==> src/rtl/wb_pkg.sv <==
// Shared types and constants for the writeback arbiter slice.
package wb_pkg;

  localparam int unsigned QDEPTH_DEFAULT = 2;
  localparam int unsigned REG_AW         = 5;
  localparam int unsigned XLEN           = 32;
  localparam int unsigned NUM_REGS       = 32;

  typedef struct packed {
    logic [REG_AW-1:0] rd;
    logic [XLEN-1:0]   data;
  } wb_entry_t;

endpackage

==> src/rtl/wb_arbiter_if.sv <==
// Writeback bus: pipe/long-latency results, issue tracking, decode checks, regfile port.
interface wb_arbiter_if;
  import wb_pkg::*;

  logic              pipe_valid;
  logic [REG_AW-1:0] pipe_rd;
  logic [XLEN-1:0]   pipe_data;
  logic              mul_valid;
  logic              mul_ready;
  logic [REG_AW-1:0] mul_rd;
  logic [XLEN-1:0]   mul_data;
  logic              issue_valid;
  logic [REG_AW-1:0] issue_rd;
  logic [REG_AW-1:0] chk_a;
  logic [REG_AW-1:0] chk_b;
  logic              chk_a_pending;
  logic              chk_b_pending;
  logic              rf_load;
  logic [REG_AW-1:0] rf_dest;
  logic [XLEN-1:0]   rf_in;

  modport slave (
    input  pipe_valid, pipe_rd, pipe_data,
    input  mul_valid, mul_rd, mul_data,
    input  issue_valid, issue_rd, chk_a, chk_b,
    output mul_ready, chk_a_pending, chk_b_pending,
    output rf_load, rf_dest, rf_in
  );

  modport master (
    output pipe_valid, pipe_rd, pipe_data,
    output mul_valid, mul_rd, mul_data,
    output issue_valid, issue_rd, chk_a, chk_b,
    input  mul_ready, chk_a_pending, chk_b_pending,
    input  rf_load, rf_dest, rf_in
  );

endinterface

==> src/rtl/wb_fifo.sv <==
// Circular buffer of writeback entries; DEPTH must be a power of two so pointers wrap freely.
module wb_fifo
  import wb_pkg::*;
#(
  parameter int unsigned DEPTH = QDEPTH_DEFAULT
) (
  input  logic      clk,
  input  logic      rst,
  input  logic      push_i,
  input  wb_entry_t push_data_i,
  input  logic      pop_i,
  output wb_entry_t head_o,
  output logic      full_o,
  output logic      empty_o
);

  localparam int unsigned PW = (DEPTH > 1) ? $clog2(DEPTH) : 1;
  localparam int unsigned CW = $clog2(DEPTH + 1);

  wb_entry_t     mem_q [DEPTH];
  logic [PW-1:0] wr_ptr_q, wr_ptr_d;
  logic [PW-1:0] rd_ptr_q, rd_ptr_d;
  logic [CW-1:0] count_q, count_d;
  logic          push_ok, pop_ok;

  assign full_o  = (count_q == CW'(DEPTH));
  assign empty_o = (count_q == '0);
  assign head_o  = mem_q[rd_ptr_q];

  // Guard against overflow/underflow even if the caller misbehaves.
  assign push_ok = push_i & ~full_o;
  assign pop_ok  = pop_i & ~empty_o;

  always_comb begin
    wr_ptr_d = wr_ptr_q;
    rd_ptr_d = rd_ptr_q;
    count_d  = count_q;
    if (push_ok) wr_ptr_d = wr_ptr_q + PW'(1);
    if (pop_ok)  rd_ptr_d = rd_ptr_q + PW'(1);
    if (push_ok && !pop_ok)      count_d = count_q + CW'(1);
    else if (!push_ok && pop_ok) count_d = count_q - CW'(1);
  end

  always_ff @(posedge clk) begin
    if (rst) begin
      wr_ptr_q <= '0;
      rd_ptr_q <= '0;
      count_q  <= '0;
    end else begin
      wr_ptr_q <= wr_ptr_d;
      rd_ptr_q <= rd_ptr_d;
      count_q  <= count_d;
    end
  end

  always_ff @(posedge clk) begin
    if (push_ok) mem_q[wr_ptr_q] <= push_data_i;
  end

endmodule

==> src/rtl/wb_arbiter.sv <==
// Regfile write-port owner: pipe results win, queued long-latency results fill idle slots,
// and a pending scoreboard lets decode stall on registers still awaiting a long result.
module wb_arbiter
  import wb_pkg::*;
#(
  parameter int unsigned QDEPTH = QDEPTH_DEFAULT
) (
  input  logic         clk,
  input  logic         rst,
  wb_arbiter_if.slave  bus
);

  logic                q_full, q_empty, q_push, q_pop;
  logic                pipe_wr, mul_accept, retire;
  wb_entry_t           q_head, q_in;

  logic                rf_load_q, rf_load_d;
  logic                rf_from_q_q, rf_from_q_d;
  logic [REG_AW-1:0]   rf_dest_q, rf_dest_d;
  logic [XLEN-1:0]     rf_in_q, rf_in_d;
  logic [NUM_REGS-1:0] pending_q, pending_d;

  assign bus.mul_ready = ~q_full & ~rst;
  assign mul_accept    = bus.mul_valid & bus.mul_ready;
  // Results for x0 are handshaken but dropped.
  assign q_push        = mul_accept & (bus.mul_rd != '0);
  assign pipe_wr       = bus.pipe_valid & (bus.pipe_rd != '0);
  assign q_pop         = ~pipe_wr & ~q_empty;
  assign q_in          = '{rd: bus.mul_rd, data: bus.mul_data};

  wb_fifo #(.DEPTH(QDEPTH)) u_fifo (
    .clk         (clk),
    .rst         (rst),
    .push_i      (q_push),
    .push_data_i (q_in),
    .pop_i       (q_pop),
    .head_o      (q_head),
    .full_o      (q_full),
    .empty_o     (q_empty)
  );

  always_comb begin
    rf_load_d   = 1'b0;
    rf_from_q_d = 1'b0;
    rf_dest_d   = rf_dest_q;
    rf_in_d     = rf_in_q;
    if (pipe_wr) begin
      rf_load_d = 1'b1;
      rf_dest_d = bus.pipe_rd;
      rf_in_d   = bus.pipe_data;
    end else if (q_pop) begin
      rf_load_d   = 1'b1;
      rf_from_q_d = 1'b1;
      rf_dest_d   = q_head.rd;
      rf_in_d     = q_head.data;
    end
  end

  assign retire = rf_load_q & rf_from_q_q;

  // Clear on retire first so a same-cycle issue to that register re-arms it.
  always_comb begin
    pending_d = pending_q;
    if (retire) pending_d[rf_dest_q] = 1'b0;
    if (bus.issue_valid && (bus.issue_rd != '0)) pending_d[bus.issue_rd] = 1'b1;
    pending_d[0] = 1'b0;
  end

  always_ff @(posedge clk) begin
    if (rst) begin
      rf_load_q   <= 1'b0;
      rf_from_q_q <= 1'b0;
      rf_dest_q   <= '0;
      rf_in_q     <= '0;
      pending_q   <= '0;
    end else begin
      rf_load_q   <= rf_load_d;
      rf_from_q_q <= rf_from_q_d;
      rf_dest_q   <= rf_dest_d;
      rf_in_q     <= rf_in_d;
      pending_q   <= pending_d;
    end
  end

  // The retiring register reads as ready: the regfile write-through supplies it this cycle.
  assign bus.chk_a_pending = pending_q[bus.chk_a] & ~(retire & (rf_dest_q == bus.chk_a));
  assign bus.chk_b_pending = pending_q[bus.chk_b] & ~(retire & (rf_dest_q == bus.chk_b));

  assign bus.rf_load = rf_load_q;
  assign bus.rf_dest = rf_dest_q;
  assign bus.rf_in   = rf_in_q;

endmodule

==> src/flat_wrapper.sv <==
// flat-port wrapper written by rule: the top's interface ports become plain ports
module wb_arbiter_flat import wb_pkg::*;
#(
  parameter int unsigned QDEPTH = QDEPTH_DEFAULT
)
  (clk, rst, bus_pipe_valid, bus_pipe_rd, bus_pipe_data, bus_mul_valid, bus_mul_rd, bus_mul_data, bus_issue_valid, bus_issue_rd, bus_chk_a, bus_chk_b, bus_mul_ready, bus_chk_a_pending, bus_chk_b_pending, bus_rf_load, bus_rf_dest, bus_rf_in);
  wb_arbiter_if bus_i ();
  input  logic clk;
  input  logic rst;
  input wire logic [$bits(bus_i.pipe_valid)-1:0] bus_pipe_valid;
  input wire logic [$bits(bus_i.pipe_rd)-1:0] bus_pipe_rd;
  input wire logic [$bits(bus_i.pipe_data)-1:0] bus_pipe_data;
  input wire logic [$bits(bus_i.mul_valid)-1:0] bus_mul_valid;
  input wire logic [$bits(bus_i.mul_rd)-1:0] bus_mul_rd;
  input wire logic [$bits(bus_i.mul_data)-1:0] bus_mul_data;
  input wire logic [$bits(bus_i.issue_valid)-1:0] bus_issue_valid;
  input wire logic [$bits(bus_i.issue_rd)-1:0] bus_issue_rd;
  input wire logic [$bits(bus_i.chk_a)-1:0] bus_chk_a;
  input wire logic [$bits(bus_i.chk_b)-1:0] bus_chk_b;
  output wire logic [$bits(bus_i.mul_ready)-1:0] bus_mul_ready;
  output wire logic [$bits(bus_i.chk_a_pending)-1:0] bus_chk_a_pending;
  output wire logic [$bits(bus_i.chk_b_pending)-1:0] bus_chk_b_pending;
  output wire logic [$bits(bus_i.rf_load)-1:0] bus_rf_load;
  output wire logic [$bits(bus_i.rf_dest)-1:0] bus_rf_dest;
  output wire logic [$bits(bus_i.rf_in)-1:0] bus_rf_in;
  assign bus_i.pipe_valid = bus_pipe_valid;
  assign bus_i.pipe_rd = bus_pipe_rd;
  assign bus_i.pipe_data = bus_pipe_data;
  assign bus_i.mul_valid = bus_mul_valid;
  assign bus_i.mul_rd = bus_mul_rd;
  assign bus_i.mul_data = bus_mul_data;
  assign bus_i.issue_valid = bus_issue_valid;
  assign bus_i.issue_rd = bus_issue_rd;
  assign bus_i.chk_a = bus_chk_a;
  assign bus_i.chk_b = bus_chk_b;
  assign bus_mul_ready = bus_i.mul_ready;
  assign bus_chk_a_pending = bus_i.chk_a_pending;
  assign bus_chk_b_pending = bus_i.chk_b_pending;
  assign bus_rf_load = bus_i.rf_load;
  assign bus_rf_dest = bus_i.rf_dest;
  assign bus_rf_in = bus_i.rf_in;
  wb_arbiter #(.QDEPTH(QDEPTH)) u_core (.clk(clk), .rst(rst), .bus(bus_i));
endmodule
==> config.mk <==
export PLATFORM = sky130hd
export DESIGN_NAME = wb_arbiter_flat
export DESIGN_NICKNAME = d
export VERILOG_FILES = /design/src/rtl/wb_pkg.sv /design/src/rtl/wb_arbiter_if.sv /design/src/rtl/wb_fifo.sv /design/src/rtl/wb_arbiter.sv /design/src/flat_wrapper.sv
export SDC_FILE = /design/constraint.sdc
export NUM_CORES = 1
export LEC_CHECK = 0
export ABC_CLOCK_PERIOD_IN_PS = 3300
export CORE_ASPECT_RATIO = 2
export CORE_MARGIN = 3
export CORE_UTILIZATION = 30
export CTS_CLUSTER_SIZE = 24
export DETAILED_ROUTE_END_ITERATION = 7
export PLACE_DENSITY_LB_ADDON = 0.12
export SYNTH_ARGS = -nofsm -noshare
export SYNTH_HDL_FRONTEND = slang
export SYNTH_SLANG_ARGS = --single-unit
==> constraint.sdc <==
create_clock -name clk -period 3.3 [get_ports clk]
set_clock_uncertainty 0.1 [all_clocks]
set_input_delay 0.495 -clock clk [delete_from_list [all_inputs] [get_ports clk]]
set_output_delay 0.495 -clock clk [all_outputs]
set_load 0.02 [all_outputs]
==> key figures, run 1 <==
Run status
  • Status: finished clean

STA
  • Setup-violating endpoint count in the final report: 0
  • Tmin final: about 3.2 ns
  • Final period util: 97.6%
  • Max Clock Freq: 311 MHz
  • Pins over their slew limit: 0
  • Actual slew at the worst max-slew pin: between 0.9 and 1 ns
  • Post-route setup slack: 0.0801 ns
  • TNS Setup: 0 ns
  • Unrepaired setup endpoints after global routing: false
  • Slew HR: 37.2%
  • Fin. Hold Viols: 0
  • Hold WS: 0.402 ns

Setup path
  • Crit Path Class: in -> out
  • Crit path DAT: around 2.6 ns
  • Critical path endpoint category: output pin
  • Worst-path fanout max: 7
  • Critical Path Source Type: input port
  • Critical Path RT: 2.70 ns

Cells and area
  • Filler cells: 2086
  • Layout cell share with drive strength beyond 1: 9.18%
  • Nets: 802
  • Layout area overhead: 33.5%
  • Multi-input logic area: 2500 um^2
  • Finished Layout Cells: around 1000
  • FF+latch area: 3720 um^2
  • Post-route cell area: 8580 um^2

Logic synthesis
  • Top post-synthesis cells by area: edfxtp_1 35%, dfxtp_1 23%, mux2i_1 6.5%, a21oi_1 5.6%, mux4_2 5.6%
  • Yosys Warn Count: 0
  • Cells after Synth: 579
  • Post-Synthesis Cell Area: 6420 um^2
  • Post-synthesis sequential area ratio: 58.0%
  • Post-Syn Nets: 674
  • Asr flop ratio synth: 0%
  • Syn avg cell area: 11.1 um^2
  • Synth Flop Type: dfxtp_1
  • Yosys top cell by area: edfxtp_1
  • Yosys top cell area share: 34.6%
  • Number of flops mapped to enable cells by yosys: 74
  • Yosys cell types: 39
  • Flops & latches, synth: about 150

Global route
  • Initial antenna violation count: 1
  • Vias in the first global route: roughly 5300
  • Total global-route track usage: 16.4%
  • Total congestion overflow: 0
  • Largest net degree at the start of global routing: 76
  • First-pass GRT wire length: 28200 um

Route
  • WL/cell: between 15 and 20 um
  • Met1 WL: 6300 um
  • Met2 wire len: 10200 um
  • Vias per cell: slightly above 5
  • First drt pass iteration count: 4
  • DRT iter0 DRCs: between 200 and 250
  • Vias: about 5000
  • DRT antenna net count: 0
  • Total Wirelength: 18600 um
  • DRC errors left: 0
  • Top sig layer: met4
  • Routed wl met3: 924 um

Clocking
  • Clk sinks: 149
  • Clock latency on the worst-skew pair: 0.41 ns
  • H-tree Lvls: 4
  • Clock Tree Buf Depth: 2
  • Root Buffer: clkbuf_16
  • CTS tree: done
  • Reg clk slew, reported paths: 0.05 ns
  • CTS buffer count: 17

Run
  • Max-Cap Viols: 0

Die
  • Initial Util: slightly above 30%
  • I/O Pins: ~140
  • Area of the die: around 23000 um^2
  • Row cnt: 75
  • Die X: 109 um
  • Core area: approximately 21000 um^2
  • Die H: 213 um

Placed design
  • Placer Congestion: about 1.0
  • Placed Cells: about 960
  • Pre-CTS setup slack: -0.172 ns
  • Area post-placement: 8050 um^2
  • HPWL after detailed placement: 13600 um
  • IO Port Bufs: 134

Hold path
  • Hold WC Path Type: reg -> reg

Power
  • Pleak: 2.91 nW
  • VDD IR max: 0.392 mV
  • Pwr Density: 665 nW/um^2
-- cell usage after synthesis (3+ instances only) --
cell / count
nor3b_1: 4
nor3_1: 4
o21ai_0: 32
xor2_1: 8
buf_1: 5
and3b_1: 3
a21oi_1: 72
a211oi_1: 37
edfxtp_1: 74
buf_2: 6
nor2_1: 90
dfxtp_1: 75
nor2b_1: 3
clkbuf_1: 24
nand2_1: 44
buf_6: 4
mux2i_1: 42
nand3b_1: 4
xnor2_1: 5
mux4_2: 16
or3_1: 3
inv_1: 3
-- critical path: stages --
cell,delay [ns]
clkdlybuf4s50_1,0.47
buf_6,0.15
mux4_2,0.50
mux4_2,0.48
mux2i_1,0.16
nor2_1,0.05
dlygate4sd2_1,0.32
-- through the flow --
step | util, % | power [W]
after global routing | 40.8 | 0.00604
after detailed placement | 38.3 | 0.00403
after global placement | 38.3 | 0.00401
after CTS | 40.8 | 0.00580
after floorplan | - | 0.00341
final | 40.8 | 0.00570
-- power by group --
| group | total [W] | internal [W] | switching [W] |
|---|---|---|---|
| Sequential | 0.00235 | 0.00217 | 0.000181 |
| Combinational | 0.00163 | 0.000724 | 0.000902 |
| Clock | 0.00173 | 0.00102 | 0.000713 |
| Total | 0.00570 | 0.00391 | 0.00180 |
-- cells by family (layout without fill, tap and decap cells) --
kind of cell / Yosys count / count (layout) / synth area share, %
simple gates: 166 / 166 / 11.2
mux: 59 / 59 / 12.3
buf+inv: 44 / 184 / 3.23
xor+xnor: 13 / 13 / 1.77
compound gates: 147 / 147 / 13.3
flops: 149 / 149 / 58.0
fa+ha+maj: 1 / 1 / 0.195
other cells: 0 / 1 / 0
-- metal layers --
layer | vias up | track usage [%]
li1 | 2358 | -
met1 | 2360 | 15.7
met2 | 188 | 30.0
met3 | 66 | 3.57
met4 | 0 | 11.8
met5 | - | 0
-- what timing repair did --
action,in CTS,in global routing
setup buffers,0,0
resized for setup,1,3
hold buffers,0,0
endpoints found under the setup margin,1,2
-- registers in the layout (all words and copies together), names as in the netlist, named ones only --
register and flops:
u_core.bus.rf_dest 5, u_core.bus.rf_in 32, u_core.bus.rf_load 1, u_core.pending_q 31, u_core.rf_from_q_q 1, u_core.u_fifo.count_q 2, u_core.u_fifo.mem_q 74, u_core.u_fifo.rd_ptr_q 1
u_core.u_fifo.wr_ptr_q 1
-- cells in the final DEF, fill, tap and decap left out, types with 3 or more instances in the layout --
| cell type | count |
|---|---|
| clkdlybuf4s50_1 | 130 |
| nand2_1 | 44 |
| nor2_1 | 90 |
| dfxtp_1 | 74 |
| buf_4 | 14 |
| and3b_1 | 3 |
| mux2i_1 | 42 |
| o21ai_0 | 32 |
| clkbuf_16 | 17 |
| inv_1 | 3 |
| clkinv_1 | 4 |
| nand3b_1 | 4 |
| mux4_2 | 16 |
| nor3b_1 | 4 |
| or3_1 | 3 |
| a211oi_1 | 37 |
| clkinvlp_4 | 4 |
| xor2_1 | 8 |
| xnor2_1 | 5 |
| a21oi_1 | 72 |
| nor3_1 | 4 |
| clkinv_2 | 3 |
| edfxtp_1 | 74 |
-- worst paths after layout --
| check | from | endpoint | slack, ns | cells after the start |
|---|---|---|---|---|
| max reg2reg | u_core.u_fifo.count_q[0] | u_core.u_fifo.mem_q[1][34] | 0.96 | 4 |
| min | u_core.u_fifo.rd_ptr_q | register | 0.40 | 2 |
| min reg2reg | u_core.u_fifo.rd_ptr_q | register | 0.40 | 2 |
| max | bus_chk_b[0] | bus_chk_b_pending | 0.08 | 7 |
-- final cells by class --
cell class | instances | area share (%)
flip-flops and latches | 149 | 43.4
well taps | 269 | 3.92
clock inverters | 12 | 1.05
multi-input cells | 386 | 29.2
clock buffers | 19 | 5.05
repair buffers | 150 | 17.2
diodes | 1 | 0.0292
inverters | 3 | 0.131
(Power assumes the default switching activity.)
==> inputs of run 2 (changes only) <==
--- a/config.mk
+++ b/config.mk
@@ -11,6 +11,7 @@
 export CORE_UTILIZATION = 30
 export CTS_CLUSTER_SIZE = 24
 export DETAILED_ROUTE_END_ITERATION = 7
+export DONT_BUFFER_PORTS = 1
 export PLACE_DENSITY_LB_ADDON = 0.12
 export SYNTH_ARGS = -nofsm -noshare
 export SYNTH_HDL_FRONTEND = slang
==> key figures, run 2 (synthesis gave the netlist of run 1 again) <==
Die
  • I/O Pins: 135 (unchanged)
  • Initial Util: 30.6% (unchanged)
  • Row cnt: 75 (unchanged)
  • Core area: 21000 um^2 (unchanged)
  • Die X: 109 um (unchanged)
  • Area of the die: 23300 um^2 (unchanged)
  • Die H: 213 um (unchanged)

Setup path
  • Crit path DAT: 2.14 ns (was 2.62 ns)
  • Worst-path cell chain: xor2_1 -> nor3_1 -> nand3_1 -> nand2_1 -> a21oi_1 (was clkdlybuf4s50_1 -> buf_6 -> mux4_2 -> mux4_2 -> mux2i_1 -> nor2_1 -> dlygate4sd2_1)
  • Crit Path Class: reg -> out (was in -> out)
  • Worst-path fanout max: 12 (was 7)
  • Critical path endpoint category: output pin (unchanged)
  • Critical Path Source Type: register (was input port)
  • Slowest cell on crit path: dfxtp_1 (was mux4_2)
  • Cells on worst reg2reg path: 5 (was 4)
  • Reg2Reg Setup Slack: 0.93 ns (was 0.96 ns)
  • Crit-path leading delay family: flip-flops (was multiplexers)
  • Worst R2R Start: u_core.u_fifo.count_q[0] (unchanged)
  • Worst r2r dst: u_core.u_fifo.mem_q[1][0] (was u_core.u_fifo.mem_q[1][34])
  • Critical Path RT: 2.70 ns (about the same)
  • Buf+Inv Stages, Crit Path: 0 (was 3)
  • CP max stage delay: 0.82 ns (was 0.50 ns)

STA
  • Unrepaired setup endpoints after global routing: false (unchanged)
  • Fin. Hold Viols: 0 (unchanged)
  • Slew HR: 37.9% (was 37.2%)
  • Tmin final: 2.73 ns (was 3.22 ns)
  • TNS Setup: 0 ns (unchanged)
  • Pins over their slew limit: 0 (unchanged)
  • Final period util: 82.8% (was 97.6%)
  • Max Clock Freq: 366 MHz (was 311 MHz)
  • Setup-violating endpoint count in the final report: 0 (unchanged)
  • Actual slew at the worst max-slew pin: 0.932 ns (was 0.942 ns)

Power
  • Pleak: 2.37 nW (was 2.91 nW)
  • VDD IR max: 0.420 mV (was 0.392 mV)
  • Pwr Density: 775 nW/um^2 (was 665 nW/um^2)

Cells and area
  • Finished Layout Cells: 847 (was 989)
  • Antenna Cells: 0 (was 1)
  • Nets: 660 (was 802)
  • Max reg flops: 74 (unchanged)
  • Layout cell share with drive strength beyond 1: 10.4% (was 9.18%)
  • Largest Register: u_core.u_fifo.mem_q (unchanged)
  • Most frequent cells in the layout: 90 x nor2_1, 74 x dfxtp_1, 74 x edfxtp_1 (was 130 x clkdlybuf4s50_1, 90 x nor2_1, 74 x dfxtp_1, 74 x edfxtp_1, 72 x a21oi_1)
  • Commonest non-fill, non-tap cell in the layout: nor2_1 (was clkdlybuf4s50_1)
  • Layout area overhead: 12.8% (was 33.5%)

Hold path
  • Worst hold path depth: 1 (was 2)
  • Hold Path End: u_core.bus.rf_dest[0]
  • HP Start: rst (was u_core.u_fifo.rd_ptr_q)
  • Hold WC Path Type: in -> reg (was reg -> reg)

Clocking
  • Clock latency on the worst-skew pair: 0.42 ns (was 0.41 ns)
  • H-tree Lvls: 4 (unchanged)
  • Clock Tree Buf Depth: 2 (unchanged)
  • Setup Fix Bufs, Post-CTS: 0 (unchanged)
  • Post-CTS sizing: 0 (was 1)
  • Reg clk slew, reported paths: 0.07 ns (was 0.05 ns)
  • CTS buffer count: 17 (unchanged)
  • Root Buffer: clkbuf_16 (unchanged)
  • Clk sinks: 149 (unchanged)
  • CTS tree: done (unchanged)
  • Hold buffers post-CTS: 0 (unchanged)

Placed design
  • IO Port Bufs: 0 (was 134)
  • HPWL after detailed placement: 12200 um (was 13600 um)
  • Placer Congestion: 0.805 (was 1.01)
  • Placed Cells: 815 (was 957)

Global route
  • Largest net degree at the start of global routing: 77 (was 76)
  • Initial antenna violation count: 0 (was 1)
  • Total global-route track usage: 15.4% (was 16.4%)
  • Vias in the first global route: 4674 (was 5327)
  • Total congestion overflow: 0 (unchanged)
  • First-pass GRT wire length: 26100 um (was 28200 um)

Run
  • Max-Cap Viols: 0 (unchanged)

Route
  • Total Wirelength: 17400 um (was 18600 um)
  • Vias: 4469 (was 4972)
  • First drt pass iteration count: 5 (was 4)
  • DRC errors left: 0 (unchanged)
  • DRT iter0 DRCs: 225 (was 246)
  • WL/cell: 20.5 um (was 18.9 um)
  • DRT antenna net count: 0 (unchanged)
  • Vias per cell: 5.28 (was 5.03)

Run status
  • Status: finished clean (unchanged)
[run 2: changes by cell type in the layout (fill, tap and decap cells not counted), moves of 2 or more]
cell             delta
buf_4               -7
bufinv_16           +2
clkdlybuf4s50_1   -130
clkinv_4            +2
clkinvlp_4          -3
dlymetal6s2s_1      -2
inv_6               +2
[run 2: final cells by class]
type / count / area, um^2
timing repair buffer: 8 / 72.6
multi-input combinational: 386 / 2500
clock inverter: 13 / 154
clock buffer: 19 / 443
inverter: 3 / 11.3
tap: 269 / 337
fill: 2135 / 13800
sequential: 149 / 3720
[run 2: stage by stage]
step                instance area, um^2  total power [W]  setup WS [ns]  utilization (%)  hold WS (ns)
floorplan                          6430          0.00341          0.603                -         0.360
global placement                   6650          0.00369          0.860             31.6         0.379
detailed placement                 6650          0.00370          0.844             31.6         0.383
CTS                                7250          0.00571          0.548             34.5       0.00858
global route                       7250          0.00591          0.466             34.5        0.0117
finish                             7250          0.00562          0.569             34.5        0.0398
[run 2: power breakdown]
group	internal (W)	leakage (nW)	total, W	switching (W)
Combinational	0.000461	0.790	0.00114	0.000676
Clock	0.00121	0.290	0.00198	0.000779
Sequential	0.00217	1.29	0.00250	0.000327
Total	0.00384	2.37	0.00562	0.00178
[run 2: worst max path at each step]
stage,from,to,cells past startpoint
floorplan,rst,u_core.u_fifo.mem_q[0][0],3
global placement,bus_pipe_rd[0],u_core.u_fifo.count_q[1],6
detailed placement,bus_pipe_rd[0],u_core.u_fifo.count_q[1],6
CTS,u_core.bus.rf_dest[3],bus_chk_a_pending,5
global route,u_core.bus.rf_dest[3],bus_chk_a_pending,5
finish,u_core.bus.rf_dest[3],bus_chk_a_pending,5
[run 2: worst register-to-register path: cells and delay by family, from the launching register on]
family	cells	cell delay [ns]
and+or+nand+nor	1	0.79
DFF	1	0.46
AOI/OAI and AO/OA	2	0.38
buffers and inverters	2	0.24
[run 2: layer usage]
metal / up-vias / GRT usage (%) / wire length (um)
met5: - / 0 / 0
met4: 0 / 8.35 / 697
met3: 54 / 4.99 / 1160
met2: 163 / 28.0 / 9550
met1: 2171 / 14.9 / 5980
li1: 2081 / - / -
